### src/rtl/cpu_control_fsm_pkg.sv
// Shared definitions for the CPU control unit.
// Holds the FSM state encoding, opcode values, ctrl flag bit positions,
// the ALU operation encoding used by the datapath's alu, and small
// opcode-class helpers.
package cpu_control_fsm_pkg;

    typedef enum logic [3:0] {
        S_IDLE  = 4'd0,
        S_FETCH = 4'd1,
        S_FWAIT = 4'd2,
        S_INCR  = 4'd3,
        S_EXEC  = 4'd4,
        S_MWAIT = 4'd5,
        S_WB    = 4'd6,
        S_HALT  = 4'd7,
        S_FAULT = 4'd8
    } state_t;

    localparam logic [5:0] OP_NOP  = 6'h00;
    localparam logic [5:0] OP_ALU  = 6'h01;
    localparam logic [5:0] OP_ADDI = 6'h02;
    localparam logic [5:0] OP_LI   = 6'h03;
    localparam logic [5:0] OP_MOV  = 6'h04;
    localparam logic [5:0] OP_LW   = 6'h05;
    localparam logic [5:0] OP_SW   = 6'h06;
    localparam logic [5:0] OP_SB   = 6'h07;
    localparam logic [5:0] OP_JMP  = 6'h08;
    localparam logic [5:0] OP_OUT  = 6'h09;
    localparam logic [5:0] OP_IN   = 6'h0A;
    localparam logic [5:0] OP_HALT = 6'h3F;

    localparam int CTRL_READ_IP        = 15;
    localparam int CTRL_REG_WRITE      = 14;
    localparam int CTRL_MEM_WRITE      = 13;
    localparam int CTRL_MEM_ADDR_REG   = 12;
    localparam int CTRL_ALU_USE_IMM    = 11;
    localparam int CTRL_ALU_INCR_IP    = 10;
    localparam int CTRL_WRITE_MEM      = 9;
    localparam int CTRL_REGB_DEST      = 8;
    localparam int CTRL_WRITE_USE_REGB = 7;
    localparam int CTRL_WRITE_IMM      = 6;
    localparam int CTRL_MEM_WRITE_BYTE = 5;
    localparam int CTRL_REGA_USE_SRC   = 4;
    localparam int CTRL_WRITE_OUT_REG  = 3;
    localparam int CTRL_WRITE_IF_TRUE  = 2;
    localparam int CTRL_WRITE_IF_FALSE = 1;
    localparam int CTRL_READ_SWITCH    = 0;

    localparam logic [3:0] ALU_ADD = 4'd0;
    localparam logic [3:0] ALU_SUB = 4'd1;
    localparam logic [3:0] ALU_AND = 4'd2;
    localparam logic [3:0] ALU_OR  = 4'd3;

    // Opcodes that go through MWAIT.
    function automatic logic is_mem_op(input logic [5:0] op);
        return (op == OP_LW) || (op == OP_SW) || (op == OP_SB);
    endfunction

    // Opcodes that complete in EXEC and return to FETCH/IDLE.
    function automatic logic is_single_op(input logic [5:0] op);
        return (op == OP_NOP) || (op == OP_ALU) || (op == OP_ADDI) ||
               (op == OP_LI)  || (op == OP_MOV) || (op == OP_JMP)  ||
               (op == OP_OUT) || (op == OP_IN);
    endfunction

endpackage

### src/rtl/cpu_control_fsm_ctrl_decode.sv
// Combinational control decode.
// Maps the current FSM state and the opcode held in IR to the 16 datapath
// control flags and the ALU operation.
//   state       : current FSM state
//   op          : IR[31:26]
//   alu_sel     : IR[3:0], ALU operation for the register-register ALU op
//   ctrl        : datapath control flags (bit 15 ReadInstructionPtr .. bit 0 ReadSwitch)
//   alu_control : ALU operation
module ctrl_decode
    import cpu_control_fsm_pkg::*;
(
    input  state_t      state,
    input  logic [5:0]  op,
    input  logic [3:0]  alu_sel,
    output logic [15:0] ctrl,
    output logic [3:0]  alu_control
);

    always_comb begin
        ctrl        = '0;
        alu_control = ALU_ADD;
        case (state)
            S_FETCH, S_FWAIT: begin
                ctrl[CTRL_READ_IP]      = 1'b1;
                ctrl[CTRL_MEM_ADDR_REG] = 1'b1;
            end
            S_INCR: begin
                ctrl[CTRL_READ_IP]     = 1'b1;
                ctrl[CTRL_ALU_INCR_IP] = 1'b1;
                ctrl[CTRL_REG_WRITE]   = 1'b1;
            end
            // MWAIT only ever holds a memory opcode, so it reuses the EXEC
            // decode and keeps the memory flags stable for the whole wait.
            S_EXEC, S_MWAIT: begin
                case (op)
                    OP_ALU: begin
                        ctrl[CTRL_REG_WRITE]    = 1'b1;
                        ctrl[CTRL_REGA_USE_SRC] = 1'b1;
                        ctrl[CTRL_REGB_DEST]    = 1'b1;
                        alu_control             = alu_sel;
                    end
                    OP_ADDI: begin
                        ctrl[CTRL_REG_WRITE]   = 1'b1;
                        ctrl[CTRL_ALU_USE_IMM] = 1'b1;
                    end
                    OP_LI: begin
                        ctrl[CTRL_REG_WRITE] = 1'b1;
                        ctrl[CTRL_WRITE_IMM] = 1'b1;
                    end
                    OP_MOV: begin
                        ctrl[CTRL_REG_WRITE]      = 1'b1;
                        ctrl[CTRL_WRITE_USE_REGB] = 1'b1;
                    end
                    OP_LW: begin
                        ctrl[CTRL_REGA_USE_SRC] = 1'b1;
                        ctrl[CTRL_MEM_ADDR_REG] = 1'b1;
                    end
                    OP_SW, OP_SB: begin
                        ctrl[CTRL_MEM_WRITE]      = 1'b1;
                        ctrl[CTRL_REGA_USE_SRC]   = 1'b1;
                        ctrl[CTRL_REGB_DEST]      = 1'b1;
                        ctrl[CTRL_ALU_USE_IMM]    = 1'b1;
                        ctrl[CTRL_MEM_WRITE_BYTE] = (op == OP_SB);
                    end
                    OP_JMP: begin
                        ctrl[CTRL_REG_WRITE] = 1'b1;
                        ctrl[CTRL_READ_IP]   = 1'b1;
                        ctrl[CTRL_WRITE_IMM] = 1'b1;
                    end
                    OP_OUT: begin
                        ctrl[CTRL_REG_WRITE]      = 1'b1;
                        ctrl[CTRL_WRITE_OUT_REG]  = 1'b1;
                        ctrl[CTRL_WRITE_USE_REGB] = 1'b1;
                    end
                    OP_IN: begin
                        ctrl[CTRL_REG_WRITE]   = 1'b1;
                        ctrl[CTRL_READ_SWITCH] = 1'b1;
                    end
                    default: ;
                endcase
            end
            S_WB: begin
                ctrl[CTRL_REG_WRITE] = 1'b1;
                ctrl[CTRL_WRITE_MEM] = 1'b1;
            end
            default: ;
        endcase
    end

endmodule

### src/rtl/cpu_control_fsm.sv
// Multi-cycle CPU control unit.
// Fetches an instruction through the datapath memory port, bumps IP,
// executes it, and waits on memory handshakes with a timeout.
//   clock          : system clock, rising edge
//   reset          : asynchronous active-low reset
//   run            : permits fetching (sampled in IDLE and at retirement)
//   mem_data       : instruction word from the datapath
//   mem_ready      : memory read ready
//   mem_write_done : memory write finished
//   ctrl           : datapath control flags
//   source_reg     : IR[20:16]
//   dest_reg       : IR[25:21]
//   alu_control    : ALU operation
//   immediate      : IR[15:0] sign-extended
//   halted         : HALT executed
//   fault          : illegal opcode or memory timeout
//   state          : current FSM state (debug)
//   instr_count    : retired-instruction counter
//
// Handshake rule: the DUT holds its request flags in FWAIT/MWAIT; a wait
// ends on the first rising edge where the matching handshake is 1, even if
// that is also the edge on which the timeout expires.
module cpu_control_fsm
    import cpu_control_fsm_pkg::*;
#(
    parameter int MEM_TIMEOUT = 255
)
(
    input  logic        clock,
    input  logic        reset,
    input  logic        run,
    input  logic [31:0] mem_data,
    input  logic        mem_ready,
    input  logic        mem_write_done,
    output logic [15:0] ctrl,
    output logic [4:0]  source_reg,
    output logic [4:0]  dest_reg,
    output logic [3:0]  alu_control,
    output logic [31:0] immediate,
    output logic        halted,
    output logic        fault,
    output logic [3:0]  state,
    output logic [31:0] instr_count
);

    state_t      cur_state;
    state_t      next_state;
    logic [31:0] ir;
    logic [7:0]  wait_cnt;
    logic [5:0]  op;
    logic        wait_expired;
    logic        retire;
    logic        count_en;

    assign op           = ir[31:26];
    // The current waiting cycle is number wait_cnt+1.
    assign wait_expired = (wait_cnt == 8'(MEM_TIMEOUT - 1));

    always_ff @(posedge clock or negedge reset) begin
        if (!reset) cur_state <= S_IDLE;
        else        cur_state <= next_state;
    end

    always_comb begin
        next_state = cur_state;
        retire     = 1'b0;
        count_en   = 1'b0;
        case (cur_state)
            S_IDLE:  if (run) next_state = S_FETCH;
            S_FETCH: next_state = S_FWAIT;
            S_FWAIT: begin
                if (mem_ready)         next_state = S_INCR;
                else if (wait_expired) next_state = S_FAULT;
            end
            S_INCR:  next_state = S_EXEC;
            S_EXEC: begin
                if (is_single_op(op)) retire = 1'b1;
                else if (is_mem_op(op)) next_state = S_MWAIT;
                else if (op == OP_HALT) begin
                    // HALT counts as executed but never returns to FETCH.
                    next_state = S_HALT;
                    count_en   = 1'b1;
                end
                else next_state = S_FAULT;
            end
            S_MWAIT: begin
                if (op == OP_LW) begin
                    if (mem_ready)         next_state = S_WB;
                    else if (wait_expired) next_state = S_FAULT;
                end else begin
                    if (mem_write_done)    retire = 1'b1;
                    else if (wait_expired) next_state = S_FAULT;
                end
            end
            S_WB:    retire = 1'b1;
            S_HALT:  next_state = S_HALT;
            S_FAULT: next_state = S_FAULT;
            default: next_state = S_FAULT;
        endcase
        if (retire) begin
            count_en   = 1'b1;
            next_state = run ? S_FETCH : S_IDLE;
        end
    end

    always_ff @(posedge clock or negedge reset) begin
        if (!reset) begin
            ir          <= '0;
            wait_cnt    <= '0;
            instr_count <= '0;
        end else begin
            if (cur_state == S_FWAIT && mem_ready) ir <= mem_data;
            if (next_state != cur_state &&
                (next_state == S_FWAIT || next_state == S_MWAIT))
                wait_cnt <= '0;
            else if (cur_state == S_FWAIT || cur_state == S_MWAIT)
                wait_cnt <= wait_cnt + 8'd1;
            if (count_en) instr_count <= instr_count + 32'd1;
        end
    end

    ctrl_decode u_decode (
        .state       (cur_state),
        .op          (op),
        .alu_sel     (ir[3:0]),
        .ctrl        (ctrl),
        .alu_control (alu_control)
    );

    always_comb begin
        state      = cur_state;
        halted     = (cur_state == S_HALT);
        fault      = (cur_state == S_FAULT);
        source_reg = ir[20:16];
        dest_reg   = ir[25:21];
        immediate  = {{16{ir[15]}}, ir[15:0]};
    end

endmodule

### config.mk
export PLATFORM = sky130hd
export DESIGN_NAME = cpu_control_fsm
export DESIGN_NICKNAME = d
export VERILOG_FILES = /design/src/rtl/cpu_control_fsm_pkg.sv /design/src/rtl/cpu_control_fsm_ctrl_decode.sv /design/src/rtl/cpu_control_fsm.sv
export SDC_FILE = /design/constraint.sdc
export NUM_CORES = 1
export LEC_CHECK = 0
export BUFFER_PORTS_ARGS = -buffer_cell sky130_fd_sc_hd__buf_2
export CORE_AREA = 2 2 96 89
export CTS_BUF_LIST = sky130_fd_sc_hd__clkbuf_16
export CTS_CLUSTER_SIZE = 10
export DETAILED_ROUTE_END_ITERATION = 8
export DIE_AREA = 0 0 98 91
export GPL_ROUTABILITY_DRIVEN = 0
export GPL_TIMING_DRIVEN = 0
export PLACE_DENSITY = 0.91
export SETUP_SLACK_MARGIN = 0.4
export SYNTH_ARGS = -nofsm -noshare
export SYNTH_HDL_FRONTEND = slang
export SYNTH_SLANG_ARGS = --single-unit
### constraint.sdc
create_clock -name clock -period 6.1 [get_ports clock]
set_input_delay 1.22 -clock clock [delete_from_list [all_inputs] [get_ports clock]]
set_output_delay 1.22 -clock clock [all_outputs]
set_load 0.02 [all_outputs]
==> key figures, run 1 <==
Worst hold path
  • Worst Hold Depth: 1
  • HP Class: register to register

Route
  • Via count: ~3,600
  • Drt wl/cell: 15.5 um
  • Drt initial violations: just over 200
  • Final wirelength: 10.1 mm
  • Drt pass-1 iters: 4
  • DR vias/cell: 5.51
  • Residual DRC: 0
  • Final ANT Viol Nets: 0

Setup path
  • Worst path required time: just under 5000 ps
  • Cell depth of the worst flop-to-flop path: 6
  • Worst Path Class, Setup: register to output pin
  • WP data arrival: around 2800 ps
  • WP buf/inv: 2
  • Slowest stage cell, crit path: nor4_1
  • Worst Path Max Fanout: 8
  • WP depth: 6
  • Critical Path, Cell by Cell: nand2b_1, or4_1, clkbuf_1, nor4_1, and2_1, buf_2
  • Crit end category: output pin
  • CP Launch Type: register
  • Max stage delay on crit path: approximately 770 ps
  • Cell class contributing the biggest share of worst-path delay: simple AND/OR/NAND/NOR gates

Timing
  • Worst slew pin tran: 983 ps
  • Setup violators final: 0
  • Setup tns final: 0 ps
  • Pins over their slew limit: 0
  • Max Fclk: 247 MHz
  • Tcrit/Tclk final: 0.663
  • Clock skew: between 6 and 7 ps
  • Relative slew margins: 0.343
  • RSZ-0062 raised after global routing: no
  • Hold Fails Final Rpt: 0
  • Worst hold slack: between 400 and 500 ps
  • Post-route minimum period: ~4000 ps

Global routing
  • Initial antenna violation count: 0
  • Total Routing Usage GR: 0.233
  • Gr ovfl total: 0
  • Vias in the first global route: around 3,700
  • First-pass GRT wire length: 17.1 mm
  • Largest net degree at the start of global routing: between 50 and 60

Power and ir drop
  • Seq pwr share: 0.480
  • Internal Dissipation: roughly 830 uW
  • Psw: between 200 and 250 uW
  • Power Total: between 1000 and 1500 uW
  • Clock power share: 0.495
  • Pwr dens: slightly below 200 nW/um2
  • Comb pwr share: 0.025
  • Worst IR Drop VDD: 180 uV
  • Switching share of power: 0.209
  • Leak: approximately 0.0029 uW

Placed design
  • Hpwl dp: 7.47 mm
  • I/O Buffers: around 130
  • Area after DPL: between 5000 and 6000 um2

Clock tree
  • Htree depth: 3
  • Setup Fix Bufs, Post-CTS: 0
  • Worst-path clk slew: roughly 60 ps
  • Clk buf depth: 2
  • Worst-Skew Late Latency: ~330 ps
  • CTS sink count: 76
  • Post-CTS Hold Fix Bufs: 0
  • Post-CTS Resized: 0
  • CTS Buf Count: 9
  • Clock Tree Root: clkbuf_16
  • CTS tree: built

Synth
  • Post-synth EDFFs: 0
  • Most frequent cell after synthesis: dfrtp_1
  • Synth Warn #: 0
  • Top-area cell type share of the netlist area: 0.450
  • Cell count after synthesis: 399
  • Avg Cell Area, Syn: between 10 and 15 um2
  • Prevailing post-synth register cell: dfrtp_1
  • Sequential fraction of the synthesis area: 0.450
  • Synth top cells by count: 76 x dfrtp_1, 45 x buf_4, 34 x xnor2_1
  • Synth top area cells: dfrtp_1 45%, mux2_2 8.8%, buf_4 8.0%
  • Distinct cells, synth: 52
  • Yosys reg bits: 76
  • Asr flop ratio synth: 1.00
  • Yosys top cell by area: dfrtp_1
  • Mapped Area: between 4000 and 5000 um2

Layout
  • Antenna diodes: 0
  • Final core utilization: 0.679
  • Share of cells above drive strength 1: 0.455
  • Layout area overhead: 26.5%
  • Multi-input combinational cell area: roughly 1900 um2
  • Final nets: approximately 590
  • Fillers: roughly 630
  • Final instance area: approximately 5300 um2
  • FF+latch area: between 1500 and 2000 um2

Floorplanning
  • Area of the core: around 7900 um2
  • Die Y: slightly above 90 um
  • Initial Util: 0.537
  • IO Pins: between 100 and 150
  • Die span in x: about 100 um
  • Cell row count: 31
  • Die ar.: 8920 um2

Status
  • Status: completed

Run
  • Max-cap violations: 0
[power groups by stage]
stage          Clock [uW]  Sequential [uW]  Combinational [uW]
2_1_floorplan           0              513                3.02
3_3_place_gp            0              513                24.1
3_5_place_dp            0              513                27.6
4_1_cts               528              504                27.6
5_1_grt               550              504                30.6
6_report              520              504                26.7
[cell type report]
type	count	area share
plain buffers	64	0.0789
clock buffers	9	0.0421
clock inverters	6	0.0122
inverters	10	0.00702
multi-input cells	250	0.350
flip-flops and latches	76	0.356
well taps	99	0.0232
repair buffers	135	0.131
[path summary, 6_finish.rpt]
check	from	to	slack, ps
setup / recovery	state[3]	alu_control[0]	2060
hold / removal	instr_count[31]	instr_count[31]	480
setup reg to reg	ir[27]	wait_cnt[3]	3550
hold reg to reg	instr_count[31]	instr_count[31]	480
max in group asynchronous	reset	instr_count[1]	4750
min in group asynchronous	reset	ir[10]	780
[registers in the layout, summed over array words and instances, names as in the netlist]
register,flops
state,4
wait_cnt,8
instr_count,32
ir,32
[logic make-up (layout without fill, tap and decap cells)]
kind of cell / count (synthesis) / after routing / synth area share
buf+inv: 74 / 224 / 0.109
compound gates: 47 / 47 / 0.0906
other cells: 1 / 2 / 0.000888
simple gates: 124 / 124 / 0.167
xor+xnor: 39 / 39 / 0.0808
fa+ha+maj: 3 / 3 / 0.00888
flops: 76 / 76 / 0.450
mux: 35 / 35 / 0.0927
[layout by cell type (no fill, tap or decap), types with 2 or more instances in the layout]
master	Yosys	routed
a211oi_1	12	12
a21o_1	3	3
a21oi_1	11	11
and2_1	8	8
and3_1	10	10
and4_1	3	3
buf_2	10	143
buf_4	45	46
clkbuf_1	8	8
clkbuf_16	0	9
clkinv_2	0	2
conb_1	1	2
dfrtp_1	76	76
ha_1	3	3
inv_1	10	10
mux2_2	33	33
mux2i_1	2	2
nand2_1	13	13
nand2b_1	4	4
nand3_1	11	11
nand4_1	24	24
nor2_1	17	17
nor2b_1	3	3
nor3_1	11	11
nor3b_1	3	3
nor4_1	5	5
o2111ai_1	2	2
o21ai_0	2	2
o22ai_1	2	2
o31ai_1	2	2
or2_2	4	4
or3b_2	2	2
xnor2_1	34	34
xor2_1	5	5
[per-stage QoR]
stage	std cells	setup slack, ps
3_3_place_gp	633	2580
3_5_place_dp	634	2400
4_1_cts	649	2050
5_1_grt	649	1880
2_1_floorplan	400	2790
6_report	649	2060
[metal layers]
metal | vias to the layer above | share of wire | GRT usage
li1 | 1671 | - | -
met2 | 165 | 0.48 | 0.398
met5 | - | 0 | 0
met1 | 1719 | 0.41 | 0.286
met3 | 18 | 0.085 | 0.0631
met4 | 0 | 0.017 | 0.0741
No activity file was read; power rests on OpenSTA's default activity.
==> run 2: changes to the inputs <==
CORE_AREA = 2 2 105 96   (was 2 2 96 89)
DIE_AREA = 0 0 107 98   (was 0 0 98 91)
PLACE_DENSITY = 0.82   (was 0.91)
clock period = 3.4 ns   (was 6.1 ns; I/O delays follow)
==> run 2 against run 1 <==
  * Global-route usage fell by 4.8 points
  * Worst hold slack worse by 290 ps
  * Setup slack worse by 1500 ps
  * Clock power grew 98%
  * Via count down 0.25%
  * Design area increased by 2.6%
  * Final cell count rose by 4.8%
  * Power increased by 89%
  * Sequential power up 79%
  * Clock-buffer cell count is the same
==> key figures, run 2 (synthesis gave the netlist of run 1 again) <==
Placed design
  • Hpwl dp: 7.16 mm (-4.1%)
  • Area after DPL: 5090 um2 (+0.67%)
  • Place WS: 403 ps (-1990 ps)
  • I/O Buffers: 134 (unchanged)

Power and ir drop
  • Power Total: 1980 uW (+89%)
  • Leak: 0.00291 uW (+1.3%)
  • Switching share of power: 0.207 (-0.00243)
  • Worst IR Drop VDD: 246 uV (+37%)
  • Internal Dissipation: 1570 uW (+89%)
  • Pwr dens: 362 nW/um2 (+84%)
  • Seq pwr share: 0.456 (-0.024)
  • Psw: 410 uW (+87%)
  • Comb pwr share: 0.024 (about the same)
  • Clock power share: 0.520 (+0.025)

Clock tree
  • CTS tree: built
  • CTS Buf Count: 9 (unchanged)
  • CTS sink count: 76 (unchanged)
  • Clk buf depth: 2 (unchanged)
  • Clock Tree Root: clkbuf_16
  • Worst-Skew Late Latency: 320 ps (about the same)
  • Worst-path clk slew: 60 ps (about the same)
  • Htree depth: 3 (unchanged)

Floorplanning
  • Area of the core: 9490 um2 (+20%)
  • Initial Util: 0.445 (-0.0912)
  • IO Pins: 137 (unchanged)
  • Cell row count: 34 (+9.7%)
  • Die span in x: 107 um (+9.2%)
  • Die ar.: 10,500 um2 (+18%)
  • Die Y: 98 um (+7.7%)

Route
  • Residual DRC: 0 (unchanged)
  • Via count: 3,564 (-0.25%)
  • Final wirelength: 9.80 mm (-2.6%)
  • DR vias/cell: 5.24 (-4.8%)
  • Drt pass-1 iters: 5 (+1)
  • Drt wl/cell: 14.4 um (-7.0%)
  • Final ANT Viol Nets: 0 (unchanged)
  • Drt initial violations: 256 (+24%)

Timing
  • Post-route minimum period: 2880 ps
  • Max Fclk: roughly 350 MHz
  • Pins over their slew limit: 0 (unchanged)
  • RSZ-0062 raised after global routing: no
  • Worst slew pin tran: 959 ps (-24.1 ps)
  • Relative slew margins: 0.359 (+0.0161)
  • Setup violators final: 0 (unchanged)
  • Hold Fails Final Rpt: 0 (unchanged)
  • Setup tns final: 0 ps (unchanged)
  • Setup ws final: 524 ps (-1530 ps)
  • Tcrit/Tclk final: 0.846
  • Clock skew: 7.28 ps (+0.574 ps)

Setup path
  • Worst path required time: 2720 ps (-2160 ps)
  • Worst Path Max Fanout: 6 (-2)
  • Flop2flop setup slack: 860 ps (-2690 ps)
  • WP data arrival: 2200 ps (-620 ps)
  • Reg2reg start: ir[31]
  • Worst Path Class, Setup: register to output pin
  • CP Launch Type: register
  • Cell depth of the worst flop-to-flop path: 6 (unchanged)
  • Reg2reg end: wait_cnt[4]
  • Crit end category: output pin

Layout
  • Final instance area: 5490 um2 (+2.6%)
  • Largest regs: instr_count (32), ir (32), wait_cnt (8)
  • Fillers: 814 (+30%)
  • Most frequent cells in the layout: 139 x buf_2, 73 x dfrtp_1, 52 x buf_4
  • Multi-input combinational cell area: 1890 um2 (+1.4%)
  • Most common cell after layout, fill and taps aside: buf_2
  • Share of cells above drive strength 1: 0.471 (+0.0166)
  • FF+latch area: 1910 um2 (+0.20%)
  • Final core utilization: 0.578 (-0.100)
  • Layout area overhead: 29.8%
  • Final nets: 589 (+0.51%)
  • Antenna diodes: 0 (unchanged)

Global routing
  • Gr ovfl total: 0 (unchanged)
  • First-pass GRT wire length: 16.0 mm (-6.1%)
  • Largest net degree at the start of global routing: 67 (+22%)
  • Total Routing Usage GR: 0.185 (-0.0476)
  • Vias in the first global route: 3,416 (-7.0%)
  • Initial antenna violation count: 0 (unchanged)

Status
  • Status: completed

Run
  • Max-cap violations: 0 (unchanged)

Worst hold path
  • HP Class: primary input to asynchronous set/reset pin
## run 2: changes by cell type in the layout (fill, tap and decap cells not counted), moves of 2 or more
cell     before  now
dfrtp_2       0    3
buf_2       143  139
buf_4        46   52
dfrtp_1      76   73
buf_6         0    2
## run 2: worst max-delay path, stage by stage (launching register included)
cell     delay (ps)
dfrtp_2         440
or4b_4          570
or2_4           240
buf_4           150
mux2i_1         120
nand2_1          90
a21oi_2         130
buf_6           130
## run 2: repair_timing
action                                  4_1_cts  5_1_grt
buffers inserted                              1        2
endpoints found under the setup margin        6        7
hold buffers                                  0        0
resized for setup                             7       10
endpoints found under the hold margin         0        0
pin swaps                                     1        5
## run 2: metrics by stage
| stage | hold WS, ps | cells |
|---|---|---|
| finish | 184 | 680 |
| global route | 176 | 680 |
| CTS | 175 | 678 |
| detailed placement | 454 | 661 |
| global placement | 452 | 660 |
| floorplan | 384 | 400 |
## run 2: routing by layer
metal | up-vias | track usage | routed length [um] | part of all wire
met5 | - | 0 | 0 | 0
met4 | 0 | 0.0400 | 74 | 0.0075
met3 | 13 | 0.0547 | 773 | 0.079
met2 | 163 | 0.312 | 4810 | 0.49
met1 | 1710 | 0.237 | 4150 | 0.42
li1 | 1678 | - | - | -
## run 2: layout make-up
cell class / count / area share
Timing Repair Buffer: 138 / 0.133
Sequential cell: 76 / 0.347
Clock inverter: 7 / 0.0180
Inverter: 10 / 0.00684
Buffer: 64 / 0.0792
Tap cell: 126 / 0.0287
Clock buffer: 9 / 0.0411
Multi-Input combinational cell: 250 / 0.345
## run 2: how the worst max path moves through the flow
stage	startpoint	to	slack (ps)	cells after the start
floorplan	state[2]	ctrl[8]	630	6
global placement	state[3]	alu_control[1]	430	6
detailed placement	state[3]	alu_control[0]	400	6
CTS	ir[29]	ctrl[12]	410	7
global route	state[2]	alu_control[0]	380	7
finish	ir[31]	ctrl[12]	520	7
## run 2: power by group through the flow
| stage | registers, uW | logic, uW | clock network (uW) |
|---|---|---|---|
| floorplan | 921 | 5.41 | 0 |
| global placement | 921 | 43.7 | 0 |
| detailed placement | 921 | 49.6 | 0 |
| CTS | 904 | 49.9 | 1060 |
| global route | 903 | 55.0 | 1100 |
| finish | 904 | 48.1 | 1030 |
==> run 3: changes to the inputs <==
clock period = 2.56 ns   (was 3.4 ns; I/O delays follow)
==> run 3 against run 2 <==
  * Sequential power grew 33%
  * The flow now finishes with violations (setup timing)
  * Combinational power grew 38%
  * Via count increased by 6.2%
  * Clock skew increased by 1.6 ps
  * Largest power group unchanged
  * Final cell count is 3.7% higher
==> key figures, run 3 (synthesis gave the netlist of run 1 again) <==
Status
  • Status: finished, violations left
  • Violated checks: setup timing

Floorplanning
  • Area of the core: 9490 um2 (unchanged)
  • Initial Util: 0.445 (unchanged)
  • Die ar.: 10,500 um2 (unchanged)
  • IO Pins: 137 (unchanged)
  • Die Y: 98 um (unchanged)
  • Die span in x: 107 um (unchanged)
  • Cell row count: 34 (unchanged)

Setup path
  • Reg2reg end: instr_count[6]
  • WP buf/inv: 3 (+1)
  • Max stage delay on crit path: 430 ps (-140 ps)
  • Cell class contributing the biggest share of worst-path delay: simple AND/OR/NAND/NOR gates
  • Worst Setup SP: state[3]
  • CP Launch Type: register
  • Cell depth of the worst flop-to-flop path: 10 (+4)
  • Reg2reg start: ir[31]
  • WP data arrival: 2210 ps (about the same)
  • Flop2flop setup slack: 50 ps (-810 ps)
  • Worst path required time: 2050 ps (-670 ps)
  • Crit end category: output pin
  • Worst Path Class, Setup: register to output pin
  • Worst Path Max Fanout: 4 (-2)
  • Most frequent CP cell: buf_4
  • Slowest stage cell, crit path: or4_1
  • Critical Path, Cell by Cell: nand2b_4, or4_1, clkbuf_8, nor4_4, buf_4, and2_4, buf_4

Global routing
  • Gr ovfl total: 0 (unchanged)
  • Initial antenna violation count: 0 (unchanged)
  • Largest net degree at the start of global routing: 74 (+10%)
  • First-pass GRT wire length: 17.7 mm (+10%)
  • Vias in the first global route: 3,635 (+6.4%)
  • Total Routing Usage GR: 0.210 (+0.0245)

Clock tree
  • Clk buf depth: 2 (unchanged)
  • CTS tree: built
  • Htree depth: 3 (unchanged)
  • Worst-Skew Late Latency: 330 ps (about the same)
  • CTS sink count: 76 (unchanged)
  • Worst-path clk slew: 60 ps (about the same)
  • CTS Buf Count: 9 (unchanged)
  • Clock Tree Root: clkbuf_16

Timing
  • Setup violators final: 13 (+13)
  • RSZ-0062 raised after global routing: yes
  • Setup ws final: -166 ps (-691 ps)
  • Max Fclk: approximately 370 MHz
  • Relative slew margins: 0.374 (+0.0145)
  • Worst slew pin tran: 932 ps (-26.9 ps)
  • Setup tns final: -1440 ps (-1440 ps)
  • Hold Fails Final Rpt: 0 (unchanged)
  • Tcrit/Tclk final: 1.06
  • Pins over their slew limit: 0 (unchanged)
  • Post-route minimum period: 2730 ps
  • Clock skew: 8.91 ps (+1.63 ps)

Placed design
  • I/O Buffers: 134 (unchanged)
  • Hpwl dp: 7.57 mm (+5.7%)

Power and ir drop
  • Internal Dissipation: 1910 uW (+21%)
  • Power Total: 2490 uW (+25%)
  • Leak: 0.00318 uW (+9.0%)
  • Psw: 577 uW (+41%)
  • Clock power share: 0.491 (-0.029)
  • Comb pwr share: 0.027 (+0.003)
  • Worst IR Drop VDD: 265 uV (+7.5%)
  • Seq pwr share: 0.483 (+0.027)
  • Pwr dens: 405 nW/um2 (+12%)
  • Switching share of power: 0.232 (+0.0252)

Route
  • DR WL met2: 5.89 mm (+23%)
  • Via count: 3,785 (+6.2%)
  • Drt initial violations: 164 (-36%)
  • Residual DRC: 0 (unchanged)
  • Met3 WL: 602 um (-22%)
  • Drt wl/cell: 16.5 um (+14%)
  • Top routing layer in use: met4
  • Final ANT Viol Nets: 0 (unchanged)
  • DR vias/cell: 5.37 (+2.4%)
  • Drt pass-1 iters: 4 (-1)
  • Final wirelength: 11.6 mm (+19%)
  • Routed length on met1: 4.98 mm (+20%)

Worst hold path
  • HP Class: primary input to register
  • Worst Hold Depth: 2
  • Hold EP: ir[3]
  • Hold path startpoint: mem_data[3]

Layout
  • Largest regs: instr_count (32), ir (32), wait_cnt (8)
  • Most frequent cells in the layout: 122 x buf_2, 75 x buf_4, 69 x dfrtp_1
  • Layout area overhead: 45.5%
  • Fillers: 715 (-12%)
  • Antenna diodes: 0 (unchanged)
  • Most common cell after layout, fill and taps aside: buf_2
  • Share of cells above drive strength 1: 0.599 (+0.128)
  • Final nets: 614 (+4.2%)

Run
  • Max-cap violations: 0 (unchanged)
[run 3: changes by cell type in the layout (fill, tap and decap cells not counted), sizes merged]
cell	before	now
buf	195	218
bufinv	2	0
clkbuf	16	17
dlygate4sd3	0	1
inv	12	14
[run 3: worst max path at each step]
stage	to	slack (ps)	cells after the start
4_1_cts	ctrl[12]	-130	7
2_1_floorplan	alu_control[0]	280	5
3_5_place_dp	alu_control[3]	-80	6
6_report	alu_control[1]	-170	7
5_1_grt	alu_control[1]	-250	8
3_3_place_gp	alu_control[3]	-40	6
[run 3: timing repair]
item,in CTS,in global routing
resized for setup,58,51
endpoints found under the hold margin,3,0
hold buffers,1,0
setup buffers,17,7
cloned,1,2
pin swaps,9,30
setup endpoints to repair,86,70
[run 3: layer usage]
layer,vias up,track usage
met3,16,0.0340
li1,1732,-
met5,-,0
met1,1896,0.276
met2,141,0.362
met4,0,0.0509
[run 3: through the flow]
step	hold WS, ps	worst slack (ps)	instance area, um2	cells	util
2_1_floorplan	216	283	4360	400	-
3_3_place_gp	454	-41.9	5180	660	0.547
3_5_place_dp	322	-80.1	5220	661	0.550
4_1_cts	405	-130	5860	696	0.617
5_1_grt	405	-250	6150	705	0.648
6_report	417	-166	6150	705	0.648
[run 3: final cells by class]
type | count | area (um2) | share of cell area
Buffer | 64 | 469 | 0.0763
Clock buffer | 9 | 225 | 0.0366
Timing Repair Buffer | 163 | 1020 | 0.166
Multi-Input combinational cell | 250 | 2260 | 0.368
Sequential cell | 76 | 1910 | 0.311
Clock inverter | 7 | 65.1 | 0.0106
Inverter | 10 | 37.5 | 0.00611
Tap cell | 126 | 158 | 0.0256
[run 3: power by group through the flow]
stage	registers [uW]	clock network [uW]	logic [uW]
final	1200	1220	66.3
after CTS	1200	1250	68.3
after floorplan	1220	0	7.19
after global placement	1220	0	58.8
after global routing	1200	1310	75.0
after detailed placement	1220	0	67.0
